$ cat config.mk
export PLATFORM = sky130hd
export DESIGN_NAME = lsu_flat
export DESIGN_NICKNAME = d
export VERILOG_FILES = /design/src/rtl/lsu_pkg.sv /design/src/rtl/lsu_if.sv /design/src/rtl/lsu_align.sv /design/src/rtl/lsu.sv /design/src/flat_wrapper.sv
export SDC_FILE = /design/constraint.sdc
export NUM_CORES = 1
export LEC_CHECK = 0
export CAP_MARGIN = 5
export CORE_MARGIN = 4
export CORE_UTILIZATION = 44
export DETAILED_ROUTE_END_ITERATION = 16
export GPL_TIMING_DRIVEN = 0
export PLACE_DENSITY = 0.86
export SYNTH_ARGS = -nofsm -noshare
export SYNTH_HDL_FRONTEND = slang
export SYNTH_SLANG_ARGS = --single-unit
$ cat constraint.sdc
create_clock -name clk -period 2.47 [get_ports clk]
set_clock_uncertainty 0.05 [all_clocks]
set_input_delay 0.3705 -clock clk [delete_from_list [all_inputs] [get_ports clk]]
set_output_delay 0.3705 -clock clk [all_outputs]
set_load 0.005 [all_outputs]
$ cat src/rtl/lsu_pkg.sv
// Shared encodings for the load/store unit: access sizes and FSM states.
package lsu_pkg;

   localparam logic [1:0] SZ_BYTE = 2'b00;
   localparam logic [1:0] SZ_HALF = 2'b01;
   localparam logic [1:0] SZ_WORD = 2'b10;

   localparam int LANES = 4;

   typedef enum logic [1:0] {
      ST_IDLE = 2'b00,
      ST_REQ  = 2'b01,
      ST_WAIT = 2'b10,
      ST_DONE = 2'b11
   } state_e;

endpackage

$ cat src/rtl/lsu_if.sv
// Memory-side valid/ready bus of the LSU; master is the LSU, slave is the memory.
interface lsu_if #(
   parameter int ADDR_W = 32,
   parameter int DATA_W = 32
);
   logic              bus_req_valid;
   logic              bus_req_ready;
   logic [ADDR_W-1:0] bus_addr;
   logic              bus_wen;
   logic [DATA_W-1:0] bus_wdata;
   logic [3:0]        bus_wmask;
   logic              bus_rsp_valid;
   logic [DATA_W-1:0] bus_rdata;

   modport master (
      output bus_req_valid, bus_addr, bus_wen, bus_wdata, bus_wmask,
      input  bus_req_ready, bus_rsp_valid, bus_rdata
   );

   modport slave (
      input  bus_req_valid, bus_addr, bus_wen, bus_wdata, bus_wmask,
      output bus_req_ready, bus_rsp_valid, bus_rdata
   );
endinterface

$ cat src/rtl/lsu_align.sv
// Byte-lane steering: store mask/replication and load lane select with extension.
module lsu_align
   import lsu_pkg::*;
#(
   parameter int DATA_W = 32
) (
   input  logic [1:0]        size_i,
   input  logic [1:0]        off_i,
   input  logic              uns_i,
   input  logic [DATA_W-1:0] sdata_i,
   input  logic [DATA_W-1:0] rdata_i,
   output logic [3:0]        wmask_o,
   output logic [DATA_W-1:0] wdata_o,
   output logic [DATA_W-1:0] ldata_o
);

   function automatic logic [DATA_W-1:0] ext8(input logic [7:0] b, input logic uns);
      logic signed [7:0] s;
      s = b;
      return uns ? {{(DATA_W-8){1'b0}}, b} : DATA_W'(s);
   endfunction

   function automatic logic [DATA_W-1:0] ext16(input logic [15:0] h, input logic uns);
      logic signed [15:0] s;
      s = h;
      return uns ? {{(DATA_W-16){1'b0}}, h} : DATA_W'(s);
   endfunction

   logic [7:0]  byte_sel;
   logic [15:0] half_sel;

   always_comb begin
      byte_sel = rdata_i[{off_i, 3'b000} +: 8];
      half_sel = off_i[1] ? rdata_i[31:16] : rdata_i[15:0];
      wmask_o  = 4'b1111;
      wdata_o  = sdata_i;
      ldata_o  = rdata_i;
      case (size_i)
         SZ_BYTE: begin
            wmask_o = 4'b0001 << off_i;
            wdata_o = {LANES{sdata_i[7:0]}};
            ldata_o = ext8(byte_sel, uns_i);
         end
         SZ_HALF: begin
            // Halves ignore off[0]; misaligned halves land on the containing half-word.
            wmask_o = 4'b0011 << {off_i[1], 1'b0};
            wdata_o = {(LANES/2){sdata_i[15:0]}};
            ldata_o = ext16(half_sel, uns_i);
         end
         default: begin
            wmask_o = 4'b1111;
            wdata_o = sdata_i;
            ldata_o = rdata_i;
         end
      endcase
   end

endmodule

$ cat src/rtl/lsu.sv
// Multi-cycle load/store unit, one instruction in flight, IDLE/REQ/WAIT/DONE FSM.
// Optional misaligned-access trap enabled by defining LSU_MISALIGN_CHECK_EN.
module lsu
   import lsu_pkg::*;
#(
   parameter int ADDR_W = 32,
   parameter int DATA_W = 32
) (
   input  logic              clk,
   input  logic              rst_n,
   input  logic              in_valid,
   output logic              in_ready,
   input  logic [DATA_W-1:0] exu_data,
   input  logic [DATA_W-1:0] store_data,
   input  logic              mem_ren,
   input  logic              mem_wen_in,
   input  logic [1:0]        mem_size,
   input  logic              mem_unsigned,
   input  logic [4:0]        rd_in,
   input  logic              rd_wen_in,
   lsu_if.master             bus,
   output logic              out_valid,
   input  logic              out_ready,
   output logic [DATA_W-1:0] wb_data,
   output logic [4:0]        rd_out,
`ifdef LSU_MISALIGN_CHECK_EN
   output logic              misalign,
`endif
   output logic              rd_wen_out
);

   state_e            state_q, state_d;
   logic [ADDR_W-1:0] addr_q;
   logic [DATA_W-1:0] sd_q;
   logic [1:0]        size_q;
   logic              uns_q;
   logic              wen_q;
   logic [4:0]        rd_q;
   logic              rdwen_q;
   logic [DATA_W-1:0] wb_q, wb_d;
   logic              accept;
   logic              is_mem;
   logic              rsp_take;
   logic              mis_now;
   logic [3:0]        al_wmask;
   logic [DATA_W-1:0] al_wdata;
   logic [DATA_W-1:0] al_ldata;

   lsu_align #(.DATA_W(DATA_W)) u_align (
      .size_i  (size_q),
      .off_i   (addr_q[1:0]),
      .uns_i   (uns_q),
      .sdata_i (sd_q),
      .rdata_i (bus.bus_rdata),
      .wmask_o (al_wmask),
      .wdata_o (al_wdata),
      .ldata_o (al_ldata)
   );

   assign accept   = (state_q == ST_IDLE) && in_valid;
   assign is_mem   = mem_ren || mem_wen_in;
   // A response is only meaningful once the request is (or is being) accepted.
   assign rsp_take = bus.bus_rsp_valid &&
                     ((state_q == ST_WAIT) || ((state_q == ST_REQ) && bus.bus_req_ready));

`ifdef LSU_MISALIGN_CHECK_EN
   assign mis_now = is_mem &&
                    (((mem_size == SZ_HALF) && exu_data[0]) ||
                     (mem_size[1] && (exu_data[1:0] != 2'b00)));
`else
   assign mis_now = 1'b0;
`endif

   always_ff @(posedge clk or negedge rst_n) begin
      if (!rst_n) state_q <= ST_IDLE;
      else        state_q <= state_d;
   end

   always_comb begin
      state_d = state_q;
      wb_d    = wb_q;
      case (state_q)
         ST_IDLE: if (in_valid) begin
            wb_d    = is_mem ? '0 : exu_data;
            state_d = (is_mem && !mis_now) ? ST_REQ : ST_DONE;
         end
         ST_REQ: if (bus.bus_req_ready) state_d = bus.bus_rsp_valid ? ST_DONE : ST_WAIT;
         ST_WAIT: if (bus.bus_rsp_valid) state_d = ST_DONE;
         default: if (out_ready) state_d = ST_IDLE;
      endcase
      if (rsp_take) wb_d = wen_q ? '0 : al_ldata;
   end

   always_ff @(posedge clk or negedge rst_n) begin
      if (!rst_n) begin
         addr_q  <= '0;
         sd_q    <= '0;
         size_q  <= SZ_BYTE;
         uns_q   <= 1'b0;
         wen_q   <= 1'b0;
         rd_q    <= '0;
         rdwen_q <= 1'b0;
         wb_q    <= '0;
      end else begin
         wb_q <= wb_d;
         if (accept) begin
            addr_q  <= exu_data[ADDR_W-1:0];
            sd_q    <= store_data;
            size_q  <= mem_size;
            uns_q   <= mem_unsigned;
            wen_q   <= mem_wen_in;
            rd_q    <= rd_in;
            rdwen_q <= rd_wen_in && !mem_wen_in && !mis_now;
         end
      end
   end

`ifdef LSU_MISALIGN_CHECK_EN
   logic mis_q;
   always_ff @(posedge clk or negedge rst_n) begin
      if (!rst_n)      mis_q <= 1'b0;
      else if (accept) mis_q <= mis_now;
   end
   assign misalign = mis_q;
`endif

   always_comb begin
      in_ready          = (state_q == ST_IDLE);
      out_valid         = (state_q == ST_DONE);
      bus.bus_req_valid = (state_q == ST_REQ);
      bus.bus_addr      = '0;
      bus.bus_wen       = 1'b0;
      bus.bus_wdata     = '0;
      bus.bus_wmask     = 4'b0000;
      if (state_q == ST_REQ) begin
         bus.bus_addr = {addr_q[ADDR_W-1:2], 2'b00};
         bus.bus_wen  = wen_q;
         if (wen_q) begin
            bus.bus_wdata = al_wdata;
            bus.bus_wmask = al_wmask;
         end
      end
      wb_data    = wb_q;
      rd_out     = rd_q;
      rd_wen_out = rdwen_q;
   end

endmodule

$ cat src/flat_wrapper.sv
// flat-port wrapper written by rule: the top's interface ports become plain ports
module lsu_flat import lsu_pkg::*;
#(
   parameter int ADDR_W = 32,
   parameter int DATA_W = 32
)
  (clk, rst_n, in_valid, in_ready, exu_data, store_data, mem_ren, mem_wen_in, mem_size, mem_unsigned, rd_in, rd_wen_in, out_valid, out_ready, wb_data, rd_out, rd_wen_out, bus_bus_req_valid, bus_bus_addr, bus_bus_wen, bus_bus_wdata, bus_bus_wmask, bus_bus_req_ready, bus_bus_rsp_valid, bus_bus_rdata);
  lsu_if #(.ADDR_W(ADDR_W), .DATA_W(DATA_W)) bus_i ();
  input  logic clk;
  input  logic rst_n;
  input  logic in_valid;
  output logic in_ready;
  input  logic [DATA_W-1:0] exu_data;
  input  logic [DATA_W-1:0] store_data;
  input  logic mem_ren;
  input  logic mem_wen_in;
  input  logic [1:0] mem_size;
  input  logic mem_unsigned;
  input  logic [4:0] rd_in;
  input  logic rd_wen_in;
  output logic out_valid;
  input  logic out_ready;
  output logic [DATA_W-1:0] wb_data;
  output logic [4:0] rd_out;
  output logic rd_wen_out;
  output wire logic [$bits(bus_i.bus_req_valid)-1:0] bus_bus_req_valid;
  output wire logic [$bits(bus_i.bus_addr)-1:0] bus_bus_addr;
  output wire logic [$bits(bus_i.bus_wen)-1:0] bus_bus_wen;
  output wire logic [$bits(bus_i.bus_wdata)-1:0] bus_bus_wdata;
  output wire logic [$bits(bus_i.bus_wmask)-1:0] bus_bus_wmask;
  input wire logic [$bits(bus_i.bus_req_ready)-1:0] bus_bus_req_ready;
  input wire logic [$bits(bus_i.bus_rsp_valid)-1:0] bus_bus_rsp_valid;
  input wire logic [$bits(bus_i.bus_rdata)-1:0] bus_bus_rdata;
  assign bus_bus_req_valid = bus_i.bus_req_valid;
  assign bus_bus_addr = bus_i.bus_addr;
  assign bus_bus_wen = bus_i.bus_wen;
  assign bus_bus_wdata = bus_i.bus_wdata;
  assign bus_bus_wmask = bus_i.bus_wmask;
  assign bus_i.bus_req_ready = bus_bus_req_ready;
  assign bus_i.bus_rsp_valid = bus_bus_rsp_valid;
  assign bus_i.bus_rdata = bus_bus_rdata;
  lsu #(.ADDR_W(ADDR_W), .DATA_W(DATA_W)) u_core (.clk(clk), .rst_n(rst_n), .in_valid(in_valid), .in_ready(in_ready), .exu_data(exu_data), .store_data(store_data), .mem_ren(mem_ren), .mem_wen_in(mem_wen_in), .mem_size(mem_size), .mem_unsigned(mem_unsigned), .rd_in(rd_in), .rd_wen_in(rd_wen_in), .bus(bus_i), .out_valid(out_valid), .out_ready(out_ready), .wb_data(wb_data), .rd_out(rd_out), .rd_wen_out(rd_wen_out));
endmodule
==> results by group, run 1 <==
Setup path
  – Crit Path Category: flop to output port
  – Setup crit end: bus_bus_addr[5]
  – CP cell instances: inv_2, ha_2, clkbuf_8, buf_4, and2_1, clkdlybuf4s50_1
  – Worst Setup Start Kind: flop
  – Worst R2R End: u_core.wb_data[18]
  – Critical path buffers and inverters: 4
  – Critical path depth: 6
  – Crit path max fanout: 10
  – WP data arrival: 1.97 ns
  – Slowest-stage cell, CP: clkdlybuf4s50_1
  – CP delay by family, top: buffers and inverters
  – RR Startpoint: u_core.state_q[1]
  – Critical Path Max Stage Delay: 0.50 ns
  – Critical Path End Type: output port
  – Critical Path Source: u_core.state_q[1]
  – FF-to-FF setup slack: between 0.2 and 0.25 ns
  – R2R cell count: 8
  – Worst Path Required: 2.05 ns

Min path
  – Worst hold stages: 1
  – Worst hold path type: flop to flop
  – Min-Delay Startpoint: u_core.addr_q[28]

Placement
  – Port Buf Inserts: 220
  – Area of placed instances: slightly above 8000 sq um
  – Post-DP HPWL: 15.83 mm
  – Placed instance count: approximately 930
  – GPL Wtd Cong: between 0.9 and 1

Synthesis
  – Seq/Total Area, Yosys: 47.05%
  – Main synth FF type: dfrtp_1
  – Top cell type's share of synthesized area: 47.05%
  – Yosys warns: 0
  – Leading area contributor after synthesis: dfrtp_1
  – FF+latch count, synth: ~110
  – Largest cells by area after synthesis: dfrtp_1, mux2_2, a21oi_1, and2_1, a22oi_1
  – Post-synthesis cell area: 5744 sq um
  – Post-Synthesis Cells: 534
  – Post-synthesis async set-or-reset flop share: 100.0%
  – EDFF count, synth: 0
  – Post-synthesis average cell area: 10.76 sq um
  – Unique masters post-synth: 45

STA
  – Fin. Hold Viols: 0
  – Crit share post-route: 96.84%
  – Final min period: 2.392 ns
  – WHS: about 0.45 ns
  – Fmax: approximately 420 MHz
  – Setup violators final: 0
  – Max-slew violation count: 0
  – RSZ-0062 raised after global routing: false
  – Worst-Margin Slew: 0.7196 ns
  – Slew HR: 52.03%

Floorplanning
  – FP Rows: 41
  – Chip height: 122.3 microns
  – Die area: between 10000 and 15000 sq um
  – Initial Utilization: a little under half
  – Core area: 12720 sq um
  – Ports: 223
  – Width of the chip: 122.3 microns

Detailed routing
  – DR DRC count: 0
  – Iteration-0 DRC Markers: 424
  – Avg WL per Cell: 21.73 microns
  – Drt pass-1 iters: 5
  – Post-Route WL: ~21 mm
  – Total vias in the final route: roughly 5500
  – Vias per inst: ~5.8
  – Post-DRT Antenna Nets: 0

Power
  – P per Cell Area: approximately 1200 nW/um^2
  – Leak: 3.832 nW
  – Maximum VDD drop: ~560 uV

Global routing
  – First-pass GRT wire length: approximately 31 mm
  – Largest net degree at the start of global routing: 71
  – Vias in the first global route: between 5000 and 6000
  – Gr usage total: 27.24%
  – Remaining global-route overflow: 0
  – Initial antenna violation count: 0

Final layout
  – Most frequent cells in the layout: clkdlybuf4s50_1, dfrtp_1, mux2_2
  – Post-route cell area: around 8700 sq um
  – Syn-to-layout area delta: 51.49%
  – Nets: 890
  – Fillers: 1003
  – Ant diodes: 0
  – Commonest non-fill, non-tap cell in the layout: clkdlybuf4s50_1
  – Layout cell share with drive strength beyond 1: between 15 and 20%
  – Final Core Density: 68.40%
  – Finished Layout Cells: 950

Clock network
  – Root buf cell: clkbuf_16
  – Clk_lat worst skew: 0.35 ns
  – Clock Pin Slew Worst Setup and Hold Paths: 0.07 ns
  – Max clock buf depth: 2
  – CTS Sinks: 108
  – H-tree depth: 3
  – TritonCTS clock tree: built
  – Num CTS Buffers: 9

Status
  – Outcome: completed

Job
  – Max cap viols: 0
==> cell families after synthesis <==
kind of cell	Yosys count	share of synthesized area (%)
DFF	108	47.05
and+or+nand+nor	135	11.78
other	1	0.06528
muxes	100	20.80
AOI/OAI and AO/OA	134	15.44
adders and majority gates	4	0.8713
buffers and inverters	52	3.986
==> area by class of cell <==
type                    count  area (sq um)  area share, %
repair buffers            228          2218          25.49
flip-flops and latches    108          2703          31.06
inverters                   7         27.53         0.3163
clock buffers              12         256.5          2.948
multi-input cells         375          2877          33.06
plain buffers              44         357.8          4.112
well taps                 172         215.2          2.473
clock inverters             4         47.55         0.5464
==> cells in the mapped netlist, types with 8 or more instances <==
library cell / n
clkbuf_1: 20
o22ai_1: 23
mux2_2: 75
a21oi_1: 43
and3_1: 15
nor2_1: 47
a22oi_1: 24
o21ai_0: 10
mux4_2: 8
nand2_1: 20
dfrtp_1: 108
buf_1: 9
and2_1: 30
mux2i_1: 17
buf_2: 11
==> per-stage QoR <==
stage	TNS (ns)	worst slack (ns)	power (mW)
global route	0	0.001344	10.99
CTS	0	0.02135	10.33
detailed placement	-14.27	-0.5152	8.609
global placement	-332.14	-2.993	8.367
finish	0	0.07808	10.40
floorplan	0	0.6177	6.115
==> registers in the layout (all words and copies together), names as in the netlist <==
name / count
u_core.addr_q: 32
u_core.rd_out: 5
u_core.rd_wen_out: 1
u_core.sd_q: 32
u_core.size_q: 2
u_core.state_q: 2
u_core.uns_q: 1
u_core.wb_data: 32
u_core.wen_q: 1
==> timing repair <==
item | in CTS | in global routing
hold buffers | 1 | 0
buffers inserted | 6 | 0
endpoints found under the setup margin | 77 | 30
resized for setup | 108 | 18
endpoints found under the hold margin | 38 | 0
pin swaps | 0 | 1
==> where the power goes <==
group          total [mW]  switching [mW]  internal, mW
combinational        5.73            2.69          3.04
clock                1.49           0.649         0.840
sequential           3.18           0.575          2.60
total                10.4            3.91          6.49
==> worst min-delay path by stage <==
stage                         to  slack, ns
2_1_floorplan   u_core.addr_q[0]       0.02
6_report       u_core.addr_q[28]       0.45
5_1_grt        u_core.addr_q[25]       0.46
3_3_place_gp   u_core.rd_wen_out       0.43
3_5_place_dp      u_core.sd_q[8]       0.33
4_1_cts        u_core.addr_q[28]       0.45
==> metal layers <==
| metal | track usage, % | routed length [microns] | vias up |
|---|---|---|---|
| li1 | - | - | 2430 |
| met1 | 32.83 | 7842 | 2665 |
| met2 | 45.00 | 9907 | 357 |
| met3 | 7.558 | 2068 | 64 |
| met4 | 13.44 | 828 | 0 |
| met5 | 0 | 0 | - |
(Power assumes the default switching activity.)
==> run 2: changes to the inputs <==
Clock period 2.47 ns to 2.5 ns, I/O delays scaled along.
==> results by group, run 2 (synthesized netlist as in run 1, its figures left out) <==
Setup path
  – R2R cell count: 8
  – Crit Path Category: flop to output port
  – Worst R2R End: u_core.wb_data[18]
  – RR Startpoint: u_core.state_q[0]
  – Worst Setup Start Kind: flop
  – Critical Path Source: u_core.state_q[1]
  – Critical Path End Type: output port
  – Crit path max fanout: 10
  – FF-to-FF setup slack: 0.12 ns
  – WP data arrival: about 2.0 ns
  – Worst Path Required: between 2 and 2.5 ns

Clock network
  – H-tree depth: 3
  – CTS Sinks: between 100 and 150
  – Clock Pin Slew Worst Setup and Hold Paths: 0.07 ns
  – TritonCTS clock tree: built
  – Clk_lat worst skew: 0.35 ns
  – Num CTS Buffers: 9
  – Root buf cell: clkbuf_16
  – Max clock buf depth: 2

Power
  – Switch share: 37.42%
  – P per Cell Area: roughly 1200 nW/um^2
  – Tot Pwr: around 10 mW
  – Comb pwr share: 55.2%
  – Maximum VDD drop: 560.8 uV
  – Flop pwr share: 30.5%
  – Internal: 6.445 mW
  – NetSw: 3.854 mW
  – Clock share of power: between 10% and 20%
  – Leak: 3.877 nW

STA
  – RSZ-0062 raised after global routing: false
  – Max-slew violation count: 0
  – Crit share post-route: 97.81%
  – Post-route setup slack: 0.05473 ns
  – Setup violators final: 0
  – Final min period: 2.445 ns
  – Fin. Hold Viols: 0
  – Slew HR: about 46%
  – Fmax: roughly 410 MHz
  – Worst-Margin Slew: 0.8062 ns

Final layout
  – Final Core Density: just under 70%
  – Sequential cell area: 2704 sq um
  – Commonest non-fill, non-tap cell in the layout: clkdlybuf4s50_1
  – Nets: 891
  – Ant diodes: 0
  – Fillers: 996
  – Syn-to-layout area delta: 51.93%
  – Multi-input gate area: ~2900 sq um
  – Most frequent cells in the layout: clkdlybuf4s50_1, dfrtp_1, mux2_2
  – Layout cell share with drive strength beyond 1: 19.00%

Floorplanning
  – Chip height: roughly 120 microns
  – FP Rows: 41
  – Initial Utilization: 45.15%
  – Die area: 14950 sq um
  – Ports: 223
  – Core area: 12720 sq um
  – Width of the chip: 122.3 microns

Detailed routing
  – Iteration-0 DRC Markers: 415
  – Drt pass-1 iters: 5
  – Post-Route WL: 20.63 mm
  – Post-DRT Antenna Nets: 0
  – Total vias in the final route: 5542
  – DR DRC count: 0
  – Vias per inst: 5.828
  – Avg WL per Cell: 21.70 microns

Global routing
  – Remaining global-route overflow: 0
  – First-pass GRT wire length: 31.22 mm
  – Largest net degree at the start of global routing: 71
  – Gr usage total: 27.24%
  – Initial antenna violation count: 0
  – Vias in the first global route: 5847

Min path
  – Min-Delay Startpoint: u_core.addr_q[28]
  – Worst hold stages: 1
  – Hold EP: u_core.addr_q[28]
  – Worst hold path type: flop to flop

Status
  – Outcome: completed

Job
  – Max cap viols: 0

Placement
  – Pre-CTS setup slack: -0.4897 ns
  – Port Buf Inserts: 220
  – GPL Wtd Cong: 0.9546
  – Post-DP HPWL: between 15 and 20 mm
-- run 2: changes by cell type in the layout (fill, tap and decap cells not counted), moves of 2 or more --
cell	change
dlymetal6s2s_1	+5
clkdlybuf4s15_1	-2
dlygate4sd2_1	-8
clkdlybuf4s50_1	+5
buf_1	+2
buf_4	-2
-- run 2: worst max-delay path by stage --
stage          slack, ns            endpoint
2_1_floorplan       0.65  u_core.wb_data[21]
3_3_place_gp       -2.97   u_core.addr_q[28]
3_5_place_dp       -0.49    bus_bus_addr[21]
4_1_cts           0.0002    bus_bus_addr[14]
5_1_grt            0.004    bus_bus_addr[20]
6_report            0.05    bus_bus_addr[14]
-- run 2: routing by layer --
layer / part of all wire [%] / track usage [%] / vias to the layer above
met3: 10 / 7.558 / 66
met1: 38 / 32.83 / 2689
met5: 0 / 0 / -
met4: 4.1 / 13.44 / 0
li1: - / - / 2425
met2: 48 / 45.00 / 362
-- run 2: final cells by class --
type                       instances  share of cell area, %
clock inverter                     4                 0.5448
timing repair buffer             228                  25.68
inverter                           7                 0.3154
multi-input combinational        375                  32.93
tap                              172                  2.466
buffer                            45                  4.143
sequential                       108                  30.98
clock buffer                      12                  2.939
-- run 2: what timing repair did --
action,CTS,global route
setup buffers,6,0
pin swaps,0,2
hold endpoints to repair,38,0
setup endpoints to repair,75,32
hold buffers,1,0
gates resized for setup,98,16
-- run 2: per-stage QoR --
stage | TNS (ns) | hold slack, ns | area, sq um | std cells
6_report | 0 | 0.4507 | 8727 | 951
3_3_place_gp | -327.88 | 0.4250 | 8165 | 927
3_5_place_dp | -12.42 | 0.3315 | 8190 | 928
4_1_cts | 0 | 0.4506 | 8682 | 951
2_1_floorplan | 0 | 0.02941 | 5748 | 535
5_1_grt | 0 | 0.4646 | 8727 | 951
-- run 2: power groups by stage --
stage | sequential [mW] | clock (mW) | combinational [mW]
finish | 3.14 | 1.47 | 5.69
global route | 3.22 | 1.56 | 6.11
CTS | 3.12 | 1.49 | 5.64
detailed placement | 3.15 | 0 | 5.36
global placement | 3.08 | 0 | 5.19
floorplan | 2.99 | 0 | 3.05
-- run 2: critical path, stage by stage, from the launching register on --
cell	delay (ns)
dfrtp_1	0.40
inv_2	0.09
ha_4	0.14
buf_8	0.13
clkbuf_16	0.14
clkbuf_8	0.14
and2_1	0.12
clkdlybuf4s50_1	0.50
